[config.mk]
export PLATFORM = sky130hd
export DESIGN_NAME = button_debouncer
export DESIGN_NICKNAME = d
export VERILOG_FILES = /design/src/rtl/button_debouncer.sv
export SDC_FILE = /design/constraint.sdc
export NUM_CORES = 1
export LEC_CHECK = 0
export CAP_MARGIN = 30
export CORE_AREA = 10 10 107 133
export CTS_CLUSTER_DIAMETER = 80
export CTS_CLUSTER_SIZE = 14
export DETAILED_ROUTE_END_ITERATION = 8
export DIE_AREA = 0 0 117 143
export PLACE_DENSITY = 0.81
export SYNTH_ARGS = -nofsm -noshare
export SYNTH_HDL_FRONTEND = slang
export SYNTH_SLANG_ARGS = --single-unit
[constraint.sdc]
create_clock -name clk_cam -period 5.2 [get_ports clk_cam]
set_input_delay 0.52 -clock clk_cam [delete_from_list [all_inputs] [get_ports clk_cam]]
set_output_delay 0.52 -clock clk_cam [all_outputs]
set_load 0.05 [all_outputs]
[src/rtl/button_debouncer.sv]
// Push-button conditioner: 2-flop synchronizer, tick-sampled agree counter,
// registered press/release strobes and a per-button auto-repeat FSM.
//
// state        | meaning
// ST_IDLE      | debounced level low, or auto-repeat disabled
// ST_HELD      | pressed, counting REPEAT_DELAY ticks to the first repeat
// ST_REPEATING | first repeat issued, strobing every REPEAT_RATE ticks
module button_debouncer #(
   parameter int NUM_BTNS     = 5,
   parameter int STABLE_TICKS = 2,
   parameter int REPEAT_DELAY = 10,
   parameter int REPEAT_RATE  = 4
) (
   input  logic                clk_cam,
   input  logic                reset_n,
   input  logic                clk_debounce,
   input  logic [NUM_BTNS-1:0] btn_raw,
   output logic [NUM_BTNS-1:0] btn_level,
   output logic [NUM_BTNS-1:0] btn_press,
   output logic [NUM_BTNS-1:0] btn_release,
   output logic [NUM_BTNS-1:0] btn_repeat
);

   typedef enum logic [1:0] {
      ST_IDLE      = 2'd0,
      ST_HELD      = 2'd1,
      ST_REPEATING = 2'd2
   } rpt_state_t;

   localparam logic [3:0] STABLE_C  = 4'(STABLE_TICKS);
   localparam logic [7:0] DELAY_C   = 8'(REPEAT_DELAY);
   localparam logic [7:0] RATE_C    = 8'(REPEAT_RATE);
   localparam bit         REPEAT_EN = (REPEAT_DELAY != 0);

   logic [NUM_BTNS-1:0] meta_q, sync_q;
   logic [NUM_BTNS-1:0] level_q, level_d;
   logic [NUM_BTNS-1:0] press_q, release_q;
   logic [NUM_BTNS-1:0] repeat_q, repeat_d;
   logic [NUM_BTNS-1:0] rise, fall;
   logic [3:0]          cnt_q   [NUM_BTNS];
   logic [3:0]          cnt_d   [NUM_BTNS];
   logic [7:0]          rc_q    [NUM_BTNS];
   logic [7:0]          rc_d    [NUM_BTNS];
   rpt_state_t          state_q [NUM_BTNS];
   rpt_state_t          state_d [NUM_BTNS];

   always_comb begin
      level_d = level_q;
      rise    = '0;
      fall    = '0;
      for (int i = 0; i < NUM_BTNS; i++) begin
         cnt_d[i] = cnt_q[i];
         if (clk_debounce) begin
            if (sync_q[i] == level_q[i]) begin
               cnt_d[i] = '0;
            end else if (cnt_q[i] + 4'd1 == STABLE_C) begin
               cnt_d[i]   = '0;
               level_d[i] = ~level_q[i];
               rise[i]    = ~level_q[i];
               fall[i]    = level_q[i];
            end else begin
               cnt_d[i] = cnt_q[i] + 4'd1;
            end
         end
      end
   end

   // A release flip overrides any repeat terminal count reached on the same tick.
   always_comb begin
      repeat_d = '0;
      for (int i = 0; i < NUM_BTNS; i++) begin
         state_d[i] = state_q[i];
         rc_d[i]    = rc_q[i];
         if (!REPEAT_EN || fall[i]) begin
            state_d[i] = ST_IDLE;
            rc_d[i]    = '0;
         end else if (clk_debounce) begin
            case (state_q[i])
               ST_IDLE: begin
                  if (rise[i]) begin
                     state_d[i] = ST_HELD;
                     rc_d[i]    = '0;
                  end
               end
               ST_HELD: begin
                  if (rc_q[i] + 8'd1 == DELAY_C) begin
                     repeat_d[i] = 1'b1;
                     rc_d[i]     = '0;
                     state_d[i]  = ST_REPEATING;
                  end else begin
                     rc_d[i] = rc_q[i] + 8'd1;
                  end
               end
               ST_REPEATING: begin
                  if (rc_q[i] + 8'd1 == RATE_C) begin
                     repeat_d[i] = 1'b1;
                     rc_d[i]     = '0;
                  end else begin
                     rc_d[i] = rc_q[i] + 8'd1;
                  end
               end
               default: begin
                  state_d[i] = ST_IDLE;
                  rc_d[i]    = '0;
               end
            endcase
         end
      end
   end

   always_ff @(posedge clk_cam or negedge reset_n) begin
      if (!reset_n) begin
         meta_q    <= '0;
         sync_q    <= '0;
         level_q   <= '0;
         press_q   <= '0;
         release_q <= '0;
         repeat_q  <= '0;
         for (int i = 0; i < NUM_BTNS; i++) begin
            cnt_q[i]   <= '0;
            rc_q[i]    <= '0;
            state_q[i] <= ST_IDLE;
         end
      end else begin
         meta_q    <= btn_raw;
         sync_q    <= meta_q;
         level_q   <= level_d;
         press_q   <= rise;
         release_q <= fall;
         repeat_q  <= repeat_d;
         cnt_q     <= cnt_d;
         rc_q      <= rc_d;
         state_q   <= state_d;
      end
   end

   assign btn_level   = level_q;
   assign btn_press   = press_q;
   assign btn_release = release_q;
   assign btn_repeat  = repeat_q;

endmodule

Word level (Yosys, flattened, before mapping) --
Index checks and enable logic that the tools add are counted. Widths: inputs -> output; s select.
Operators by class: equality and inequality tests 45, mux-type cells 120, add/sub/neg operators 10, bitwise logic cells 10, reduce and logical (&&, ||, !) cells 25
Operator list (number):
- $mux 8 | 25
- $pmux 8 s3 | 5
- $mux 1 | 50
- $add 8x1->8 const B | 5
- $eq 8x3->1 const B | 5
- $eq 8x4->1 const B | 5
- $mux 2 | 20
- $mux 4 | 10
- $ne 3x3->1 const B | 10
- $pmux 2 s3 | 5
- $add 4x1->4 const B | 5
- $eq 4x2->1 const B | 5
- $reduce_and 4->1 | 5
- $reduce_and 3->1 | 5
- $eq 2x1->1 const B | 5
- $eq 2x2->1 const B | 5
- $logic_not 2->1 | 5
- $ne 2x2->1 const B | 5
- $not 1->1 | 10
- $pmux 1 s2 | 5
- $reduce_and 2->1 | 5
- $reduce_bool 2->1 | 5
- $eq 1x1->1 | 5
Word-level totals: word-level logic and storage cells 235, bits in registers 100

Logic depth before layout (Yosys ltp) --
depth in word-level cells 9, mapped depth 9, gate-level depth less buffers 9

Worst setup path after synthesis --
Ideal clock, no wire load.
kind reg2reg, start point reg cnt_q[0] in the netlist's numbering, end point reg state_q[1] in the netlist's numbering, data required time 5.066 ns, arrival time 2.075 ns, period minus slack after synthesis 2.209 ns, slack 2.991 ns, path buffers 0, cell stages (with the launch flop) 9, path through dfrtp_1 -> ha_1 -> or4b_1 -> o41a_1 -> or3_1 -> inv_2 -> nor2_1 -> o21ai_0 -> o41ai_1
On the way: longest elaborated chain between the ends 7, elaborated cells between the ends (all ways) 14, those cells by class 1 x add/sub; 4 x eq/ne; 7 x mux; 2 x reduce/logical
Ends and longest elaborated chain:
- start: declaration | line 40 | logic [3:0] cnt_q [NUM_BTNS];
- start signal: assignment | line 131 | cnt_q <= cnt_d;
- $add 4x1->4 * | line 56 | end else if (cnt_q[i] + 4'd1 == STABLE_C) begin
- $eq 4x2->1 * | line 56
- $mux 1 * | line 56
- $mux 1 * | line 54 | if (sync_q[i] == level_q[i]) begin
- $mux 1 * | line 53 | if (clk_debounce) begin
- named net fall[4] | line 39 | logic [NUM_BTNS-1:0] rise, fall;
- $ne 3x3->1 (no source line), or another cell as far along
- $reduce_and 4->1 (no source line)
- end signal: assignment | line 133 | state_q <= state_d;
- end: declaration | line 44 | rpt_state_t state_q [NUM_BTNS];
Mark *: on every way through the listed nets, which the timed path passes. The rest lies on a longest branch. A chain may end at the register's enable or synchronous reset.

Worst setup path in the final report --
start point in clk_debounce, end point reg rc_q[30] in the netlist's numbering
On the way: longest elaborated chain between the ends 3, elaborated cells between the ends (all ways) 6, those cells by class 1 x eq/ne; 3 x mux; 2 x reduce/logical
Ends and longest elaborated chain:
- start: declaration | line 16 | input logic clk_debounce,
- $mux 1 | line 53
- $ne 3x3->1 (no source line) / $reduce_bool 2->1 (equally long branches)
- $reduce_and 2->1 (no source line)
- end signal: assignment | line 132 | rc_q <= rc_d;
- end: declaration | line 42 | logic [7:0] rc_q [NUM_BTNS];
Several ways; a longest one is shown, not always the timed one.

==> results.json <==
{
  "status": "completed",
  "rrSetupSlack_ns": 2.59,
  "cts_tree": "built",
  "cp_slowest_cell": "clkinv_1",
  "ys_seq_elements": 100,
  "vias": 5098,
  "yosysSeqAreaShare": 0.3972,
  "htree_levels": 3,
  "place.gp.congestion": 0.8894,
  "cts_hold_buf": 0,
  "fillers": 953,
  "critical_path.endpoint_type": "flop",
  "cp_cell_sequence": "clkdlybuf4s50_1 -> buf_4 -> clkinv_1 -> nor2_1 -> and3_1 -> mux2i_1 -> o21ai_1 -> o21ai_0",
  "max-slew-margin-rel": 0.3710,
  "cts_inserted_buffers": 9,
  "async_reset_ff_frac": 1.000,
  "stdcell_area_mm2": 0.006948,
  "die_area_mm2": 0.01673,
  "p_per_area_mw_per_mm2": 450.3,
  "syn_nets": 734,
  "synth_top_cells_by_area": "dfrtp_1, ha_1, nand2_1",
  "dr.pass1.iters": 5,
  "netlist-cell-type-count": 86,
  "syn_avg_cell_area_um2": 9.251,
  "place_ws_ns": 1.716,
  "crit_arrival_ns": 3.47,
  "hpwl_um": 9407,
  "core_area_mm2": 0.01156,
  "hold_class": "primary input to async pin",
  "drt_iter0_drc": 428,
  "slowest_delay_ns": 0.64,
  "synth_edf_count": 0,
  "p_leak_nw": 3.150,
  "cts.sinks": 100,
  "hold_violations": 0,
  "synth_warnings": 0,
  "fin_worst_skew_ns": 0.007074,
  "tns_ns": 0,
  "syn_inst": 681,
  "synth_top_area_share": 0.3972,
  "place_area_mm2": 0.006650,
  "rows": 44,
  "clk_latency_ns": 0.34,
  "grt_max_degree": 67,
  "worst_ep_required_time_ns": 5.46,
  "syn_to_final_growth_pct": 10.29,
  "rsz0062_at_grt": "no",
  "tightest_slew_ns": 0.9434,
  "via_per_inst": 6.084,
  "ios": 28,
  "peakVddDrop_mv": 0.1847,
  "overflow": 0,
  "start_kind": "primary input",
  "wl_um": 13230,
  "port_buffers": 27,
  "cts.clk_slew.worst_paths_ns": 0.07,
  "grt_pass1_wl_um": 22540,
  "cap_violations": 0,
  "max_freq_ghz": 0.3115,
  "antenna_found_initial": 0,
  "grt_pass1_vias": 5002,
  "cts_resized": 0,
  "total_power_mw": 3.129,
  "cts_setup_buffers": 0,
  "nets": 748,
  "clockRootBuffer": "clkbuf_16",
  "start_util": 0.5449,
  "layout-drive-gt1-share": 0.06857,
  "worst_slack_ns": 1.989,
  "wire_per_inst_um": 15.79,
  "critPathMaxFanout": 27,
  "critPathKind": "primary input to flop",
  "synth_area_mm2": 0.006300,
  "drc": 0,
  "synthFlopType": "dfrtp_1",
  "ant_nets": 0,
  "fin_crit_sh": 0.6174,
  "synthTopCellsByCount": "dfrtp_1, nand2_1, ha_1",
  "final_max_slew_viol_count": 0,
  "min_period_ns": 3.211,
  "yosys.area.top_type": "dfrtp_1",
  "setup_viol": 0,
  "fp.dieW_um": 117,
  "fp.dieH_um": 143,
  "yosysMostFrequentCell": "dfrtp_1",
  "grt_use_total": 0.1626,
  "n_antenna_cell": 0,
  "postLayoutCoreUtil": 0.6010,
  "cts_buffer_depth": 2
}
[sequential cells by signal (all words and copies together) (netlist names)]
name / cells
rc_q: 40
cnt_q: 20
state_q: 10
btn_level: 5
btn_press: 5
btn_release: 5
btn_repeat: 5
meta_q: 5
sync_q: 5
[worst max-delay path, delay by kind of cell]
kind / cells / cell delay (ns)
AND/OR/NAND/NOR: 2 / 0.78
buffers and inverters: 3 / 1.39
multiplexers: 1 / 0.36
AO/OA/AOI/OAI: 2 / 0.41
[layer usage]
metal | vias up | global-route usage | wire length (µm) | part of all wire
met2 | 90 | 0.2863 | 6895 | 0.52
met3 | 18 | 0.03816 | 457 | 0.035
li1 | 2480 | - | - | -
met5 | - | 0 | 0 | 0
met1 | 2510 | 0.1861 | 5680 | 0.43
met4 | 0 | 0.05867 | 199 | 0.015
[logic make-up (layout without fill, tap and decap cells)]
family | after synthesis | after routing | synth area share
compound gates | 169 | 169 | 0.2070
xor+xnor | 23 | 23 | 0.03198
fa+ha+maj | 45 | 45 | 0.08937
buf+inv | 71 | 90 | 0.04349
flops | 100 | 100 | 0.3972
mux | 9 | 9 | 0.01470
simple gates | 264 | 264 | 0.2163
[cell usage in the layout, fill, tap and decap left out, types with 13 or more instances in the layout]
master,n
nor2b_1,16
nor3_1,17
o21ai_0,33
ha_1,45
a21oi_1,13
nand2_1,97
clkdlybuf4s50_1,26
dfrtp_1,100
nand3_1,30
nor2_1,28
inv_1,43
[worst paths after layout]
path                                    to          from  cells after the start
worst max-delay path              rc_q[30]  clk_debounce                      8
worst min-delay path              rc_q[31]       reset_n                      1
worst max register to register  state_q[0]      cnt_q[0]                      7
worst min register to register   sync_q[0]     meta_q[0]                      0
max in group asynchronous         cnt_q[8]       reset_n                      2
min in group clk_cam             sync_q[0]     meta_q[0]                      0
[area by class of cell]
class,count,area [µm²],share of cell area
clock buffer,15,267.8,0.03854
tap,138,172.7,0.02485
inverter,45,168.9,0.02431
timing repair buffer,29,282.8,0.04070
multi-input combinational,510,3523,0.5071
sequential,100,2502,0.3602
clock inverter,1,30.03,0.004322
[power breakdown]
part	internal (mW)	total [mW]	switching (mW)	leakage, nW
Combinational	0.499	1.28	0.783	1.68
Clock	0.400	0.674	0.273	0.144
Sequential	0.933	1.17	0.239	1.33
[metrics by stage]
| stage | instances | hold WS (ns) |
|---|---|---|
| global placement | 822 | 0.3349 |
| global route | 838 | 0.3545 |
| finish | 838 | 0.2907 |
| detailed placement | 822 | 0.3347 |
| CTS | 838 | 0.3203 |
| floorplan | 681 | 0.2244 |
Power figures use the tool's default switching activity.
